===== config.mk =====
export PLATFORM = sky130hd
export DESIGN_NAME = matrix_column_scanner
export DESIGN_NICKNAME = d
export VERILOG_FILES = /design/src/rtl/matrix_column_scanner.sv
export SDC_FILE = /design/constraint.sdc
export NUM_CORES = 1
export LEC_CHECK = 0
export ABC_CLOCK_PERIOD_IN_PS = 2900
export CAP_MARGIN = 20
export CELL_PAD_IN_SITES_DETAIL_PLACEMENT = 0
export CELL_PAD_IN_SITES_GLOBAL_PLACEMENT = 1
export CORE_UTILIZATION = 44
export CTS_BUF_LIST = sky130_fd_sc_hd__clkbuf_4 sky130_fd_sc_hd__clkbuf_8
export DETAILED_ROUTE_END_ITERATION = 6
export PLACE_DENSITY = 0.88
export RECOVER_POWER = 25
export SLEW_MARGIN = 20
export SYNTH_ARGS = -nofsm -noshare
export SYNTH_HDL_FRONTEND = slang
export SYNTH_SLANG_ARGS = --single-unit

===== constraint.sdc =====
create_clock -name clock -period 2.9 [get_ports clock]
set_input_delay 0.29 -clock clock [delete_from_list [all_inputs] [get_ports clock]]
set_output_delay 0.29 -clock clock [all_outputs]
set_load 0.1 [all_outputs]

===== src/rtl/matrix_column_scanner.sv =====
// -----------------------------------------------------------------------------
// matrix_column_scanner
//
// Time-multiplexed driver for a 5-column x 7-row LED matrix. Each column gets a
// slot of SLOT_CYCLES clocks. The first BLANK_CYCLES of every slot drive all
// columns off (anti-ghosting) and the rest drive one column low together with
// that column's row pattern. All five column patterns are captured into shadow
// registers at the start of every frame, so a frame is always self-consistent.
// After every FRAMES_PER_MODE completed frames, display_selector toggles so
// that the upstream stage alternates between its two images.
//
// Ports:
//   clock              sole clock, rising edge
//   reset_n            asynchronous active-low reset
//   enable             scan enable; low stops the scan and blanks the matrix
//   column_4..column_0 row patterns, 1 = LED lit
//   column_select      active-low one-hot-zero column drive (bit i = column_i)
//   row_data           active-high row drive
//   display_selector   1 = state image, 0 = water column
//   frame_done         one-cycle pulse after each completed frame
//
// Handshake: none; enable is a level, frame_done a single-cycle strobe.
// Every output is a flop loaded from the next-state values, so outputs on the
// cycle after an edge always describe the slot position entered on that edge.
// -----------------------------------------------------------------------------
module matrix_column_scanner #(
  parameter int SLOT_CYCLES     = 1000,
  parameter int BLANK_CYCLES    = 50,
  parameter int FRAMES_PER_MODE = 100
) (
  input  logic       clock,
  input  logic       reset_n,
  input  logic       enable,
  input  logic [6:0] column_4,
  input  logic [6:0] column_3,
  input  logic [6:0] column_2,
  input  logic [6:0] column_1,
  input  logic [6:0] column_0,
  output logic [4:0] column_select,
  output logic [6:0] row_data,
  output logic       display_selector,
  output logic       frame_done
);

  localparam int CNT_W  = (SLOT_CYCLES > 1) ? $clog2(SLOT_CYCLES) : 1;
  localparam int FCNT_W = (FRAMES_PER_MODE > 1) ? $clog2(FRAMES_PER_MODE) : 1;
  localparam logic [CNT_W-1:0]  CNT_LAST  = CNT_W'(SLOT_CYCLES - 1);
  localparam logic [FCNT_W-1:0] FCNT_LAST = FCNT_W'(FRAMES_PER_MODE - 1);
  localparam logic [2:0]        IDX_LAST  = 3'd4;

  typedef enum logic {
    ST_IDLE = 1'b0,
    ST_RUN  = 1'b1
  } state_t;

  state_t            state, state_nxt;
  logic [CNT_W-1:0]  cnt, cnt_nxt;
  logic [2:0]        idx, idx_nxt;
  logic [FCNT_W-1:0] fcnt, fcnt_nxt;
  logic              ds_nxt;
  logic              latch;      // this edge starts slot 0: capture all columns
  logic              frame_wrap; // this edge completes a frame (idx 4 -> 0)
  logic              blank_nxt;
  logic [6:0]        shadow_0, shadow_1, shadow_2, shadow_3, shadow_4;
  logic [6:0]        row_src;
  logic [4:0]        select_nxt;
  logic [6:0]        row_nxt;

  // Sequencing: start, slot advance, frame wrap and stop.
  always_comb begin
    state_nxt  = state;
    cnt_nxt    = cnt;
    idx_nxt    = idx;
    latch      = 1'b0;
    frame_wrap = 1'b0;
    if (!enable) begin
      state_nxt = ST_IDLE;
      cnt_nxt   = '0;
      idx_nxt   = '0;
    end else if (state == ST_IDLE) begin
      state_nxt = ST_RUN;
      cnt_nxt   = '0;
      idx_nxt   = '0;
      latch     = 1'b1;
    end else if (cnt == CNT_LAST) begin
      cnt_nxt = '0;
      if (idx == IDX_LAST) begin
        idx_nxt    = '0;
        latch      = 1'b1;
        frame_wrap = 1'b1;
      end else begin
        idx_nxt = idx + 3'd1;
      end
    end else begin
      cnt_nxt = cnt + CNT_W'(1);
    end
  end

  // Mode alternation: only a frame wrap can move fcnt or display_selector.
  always_comb begin
    fcnt_nxt = fcnt;
    ds_nxt   = display_selector;
    if (frame_wrap) begin
      if (fcnt == FCNT_LAST) begin
        fcnt_nxt = '0;
        ds_nxt   = ~display_selector;
      end else begin
        fcnt_nxt = fcnt + FCNT_W'(1);
      end
    end
  end

  // Blanking window at the head of each slot; absent entirely when zero.
  generate
    if (BLANK_CYCLES > 0) begin : g_blank
      localparam logic [CNT_W-1:0] BLANK_L = CNT_W'(BLANK_CYCLES);
      assign blank_nxt = (cnt_nxt < BLANK_L);
    end else begin : g_no_blank
      assign blank_nxt = 1'b0;
    end
  endgenerate

  // Row pattern for the column entered on this edge. On a latching edge the
  // shadows are being loaded, so slot 0 must take column_0 directly.
  always_comb begin
    row_src = '0;
    case (idx_nxt)
      3'd0:    row_src = latch ? column_0 : shadow_0;
      3'd1:    row_src = shadow_1;
      3'd2:    row_src = shadow_2;
      3'd3:    row_src = shadow_3;
      3'd4:    row_src = shadow_4;
      default: row_src = '0;
    endcase
  end

  always_comb begin
    select_nxt = 5'b11111;
    row_nxt    = '0;
    if (enable && !blank_nxt) begin
      select_nxt = ~(5'b00001 << idx_nxt);
      row_nxt    = row_src;
    end
  end

  always_ff @(posedge clock or negedge reset_n) begin
    if (!reset_n) begin
      state            <= ST_IDLE;
      cnt              <= '0;
      idx              <= '0;
      fcnt             <= '0;
      shadow_0         <= '0;
      shadow_1         <= '0;
      shadow_2         <= '0;
      shadow_3         <= '0;
      shadow_4         <= '0;
      column_select    <= 5'b11111;
      row_data         <= '0;
      display_selector <= 1'b1;
      frame_done       <= 1'b0;
    end else begin
      state            <= state_nxt;
      cnt              <= cnt_nxt;
      idx              <= idx_nxt;
      fcnt             <= fcnt_nxt;
      column_select    <= select_nxt;
      row_data         <= row_nxt;
      display_selector <= ds_nxt;
      frame_done       <= frame_wrap;
      if (latch) begin
        shadow_0 <= column_0;
        shadow_1 <= column_1;
        shadow_2 <= column_2;
        shadow_3 <= column_3;
        shadow_4 <= column_4;
      end
    end
  end

endmodule


==> impl_metrics.py <==
metrics = {
    "logic_synthesis": {
        "synthFlopType": "dfrtp_1",
        "synth-compound-area-share_pct": 10.2,
        "seq_area_frac_synth_pct": 52.1,
        "synth.most_common_cell": "dfrtp_1",
        "ys_ff_latch": 70,
        "yosys_warnings": 0,
        "synth_xor_area_share_pct": 2.34,
        "synth_area_leader_cell": "dfrtp_1",
        "syn_avg_cell_area_um2": 11.6,
        "synthCells": 290,
        "synthMuxAreaShare_pct": 13.9,
        "synth_area_um2": 3380,
        "synth_top_family_by_area": "simple AND/OR/NAND/NOR gates",
        "synthesis.nets": 332,
        "synth_enable_flop_cells": 0,
        "synth.distinct_cells": 53,
        "synth_commonest_cells": "dfrtp_1, mux2_2, nand2_1",
        "postSynth.asyncResetShare_pct": 100,
        "synthTopCellsByArea": "dfrtp_1, mux2_2, dfstp_2",
        "synth-adder-area-share_pct": 1.48,
        "synth-simple-area-share_pct": 16.6,
        "synth.top_cell.area_share_pct": 47.4,
    },
    "finish": {
        "syn2layout_area_growth_pct": 23.6,
        "final_util_pct": 56.9,
        "drive_above_1_share_pct": 25.4,
        "antenna_cells": 0,
        "nNetsFinal": 391,
        "layout.cells.non_filler": 453,
    },
    "critical_path": {
        "crit_buf_inv": 2,
        "path_cells": "ha_1 > nand3b_1 > nor3_2 > mux2_4 > inv_1 > buf_4 > nor2_1 > o21ai_0 > a311oi_1",
        "timing.rr.start": "cnt[0]$_DFF_PN0_",
        "cp.arrival_ns": 2.83,
        "worst-r2r-cell-count": 9,
        "cp-start-kind": "flop",
        "ff2ff_setup_slack_ns": 0.27,
        "crit_required_ns": 3.10,
        "timing.rr.end": "row_data[5]$_DFF_PN0_",
        "crit_type": "flop to flop",
        "cp_top_family": "simple AND/OR/NAND/NOR gates",
        "endpoint_kind": "flop",
        "crit_fanout": 10,
        "crit_start": "cnt[0]$_DFF_PN0_",
        "worst_path_max_delay_cell": "mux2_4",
        "critPathMaxStageDelay_ns": 0.40,
    },
    "sta": {
        "post-route-period-util_pct": 90.8,
        "setup_ws_ns": 0.268,
        "hold_viol_final": 0,
        "slew_violations": 0,
        "max_slew_margin_pct": 9.00,
        "fmax_mhz": 380,
        "fin_skew_ns": 0.00467,
        "rsz0062_at_grt": "no",
        "setup_viol": 0,
        "tightest_slew_ns": 1.36,
        "fin_crit_ns": 2.63,
        "setup_tns_ns": 0,
    },
    "die": {
        "design.die.area_um2": 8030,
        "core_um2": 7330,
        "die-height_um": 89.6,
        "die_w_um": 89.6,
        "rows": 31,
        "start_util_pct": 46.0,
        "ios": 52,
    },
    "placement": {
        "dpl.cell_count": 436,
        "place_congestion": 0.831,
        "io_buffer_count": 51,
        "pre_cts_ws_ns": 0.277,
        "hpwlAfterDp_mm": 5.23,
    },
    "power": {
        "swShare_pct": 21.7,
        "peakVddDrop_mv": 0.356,
        "intPower_w": 0.00171,
        "p_per_area_nw_per_um2": 523,
        "clockPowerShare_pct": 40.8,
        "p_leak_nw": 1.78,
        "pwr-share-comb_pct": 9.4,
        "p_total_w": 0.00218,
        "power_switching_w": 0.000473,
        "p_seq_share_pct": 49.8,
    },
    "cts": {
        "clockRootBuffer": "clkbuf_8",
        "htree_levels": 3,
        "numClockSinks": 70,
        "cts.clk_slew.worst_paths_ns": 0.07,
        "cts_tree": "done",
        "cts_buffer_depth": 2,
        "clkLatencyLatePin_ns": 0.33,
        "numCtsBuffers": 9,
    },
    "status": {
        "outcome": "completed",
    },
    "global_route": {
        "grt_pass1_vias": 2356,
        "antenna_found_initial": 0,
        "grt_util_all_layers_pct": 19.0,
        "grt_overflow_total": 0,
        "gr-usage-met1_pct": 25.2,
        "grt_pass1_wl_mm": 11.3,
        "grtUsageMet3_pct": 5.12,
        "use_met2_pct": 30.8,
        "grt_max_degree": 28,
        "grt_busiest_layer": "met2",
    },
    "routing": {
        "detail-route-antenna-nets": 0,
        "viasPerCell": 5.40,
        "first_iter_violations": 87,
        "drt_pass1_iterations": 4,
        "wl_mm": 7.07,
        "routedWlPerCell_um": 15.6,
        "remaining_drc_errors": 0,
        "vias": 2446,
    },
    "min_path": {
        "hold_class": "flop to flop",
        "holdPathStages": 1,
        "min-delay-start": "cnt[0]$_DFF_PN0_",
        "hold_path_end": "cnt[0]$_DFF_PN0_",
    },
    "job": {
        "cap_violations": 0,
    },
}
## per-stage QoR
stage	hold slack [ns]	area (µm²)
final	0.479	4170
after global routing	0.498	4170
after CTS	0.483	4210
after detailed placement	0.314	3970
after global placement	0.297	3970
after floorplan	-0.00559	3380
## placed cells by master, fill, tap and decap left out, types with 4 or more instances in the layout
cell type / instances
dfrtp_1: 64
mux2_2: 39
clkdlybuf4s50_1: 35
nand2_1: 22
nor2_1: 17
nand3_1: 17
buf_4: 14
nand4_1: 11
clkbuf_8: 11
a31oi_1: 9
clkbuf_1: 9
and3_1: 6
xor2_1: 6
o21ai_0: 6
dfstp_2: 6
a21oi_1: 5
nand2b_1: 5
inv_1: 5
nor2b_1: 4
o2111ai_1: 4
ha_1: 4
## final cells by class
cell class,count,area [µm²]
fillers,615,3160
repair buffers,61,514
inverters,7,31.3
well taps,99,124
multi-input cells,200,1510
clock inverters,5,81.3
clock buffers,11,151
flip-flops and latches,70,1760
## cell families after synthesis
family                   Yosys count
adder cells (fa/ha/maj)            4
AO/OA/AOI/OAI                     45
XOR/XNOR                           9
buffers and inverters             20
flip-flops                        70
AND/OR/NAND/NOR                  101
multiplexers                      41
## power by group through the flow
stage | clock (W) | sequential (W) | combinational, W
final | 0.000890 | 0.00109 | 0.000206
after global routing | 0.000949 | 0.00109 | 0.000226
after CTS | 0.000910 | 0.00109 | 0.000211
after detailed placement | 0 | 0.00110 | 0.000209
after global placement | 0 | 0.00110 | 0.000203
after floorplan | 0 | 0.00109 | 0.000117
## worst reg2reg max path, delay by kind of cell (launching register included)
kind | cells | cell delay, ns
DFF | 1 | 0.38
buffers and inverters | 2 | 0.45
adders and majority gates | 1 | 0.34
muxes | 1 | 0.40
AOI/OAI and AO/OA | 2 | 0.28
and+or+nand+nor | 3 | 0.65
## routing by layer
layer / up-vias / share of wire [%] / wire [µm]
li1: 1184 / - / -
met1: 1191 / 45 / 3180
met2: 61 / 50 / 3520
met3: 10 / 4.1 / 292
met4: 0 / 1.1 / 80
met5: - / 0 / 0
## state kept, by name (all words and copies together), names as in the netlist, 3 cells and up
| name | count |
|---|---|
| column_select | 5 |
| idx | 3 |
| cnt | 10 |
| row_data | 7 |
| fcnt | 7 |
| shadow_0 | 7 |
| shadow_3 | 7 |
| shadow_1 | 7 |
| shadow_2 | 7 |
| shadow_4 | 7 |
## worst max-delay path by stage
stage                              end  depth (start not counted)
2_1_floorplan  shadow_1[0]$_DFFE_PN0N_                          8
4_1_cts          row_data[1]$_DFF_PN0_                          8
3_3_place_gp     row_data[5]$_DFF_PN0_                          9
5_1_grt          row_data[3]$_DFF_PN0_                          9
3_5_place_dp     row_data[1]$_DFF_PN0_                          8
6_report         row_data[5]$_DFF_PN0_                          9
## timing repair
item | CTS | global route
gates resized for setup | 0 | 0
hold buffers | 1 | 0
hold endpoints to repair | 20 | 0
buffers inserted | 0 | 0
No activity file was read; power rests on OpenSTA's default activity.
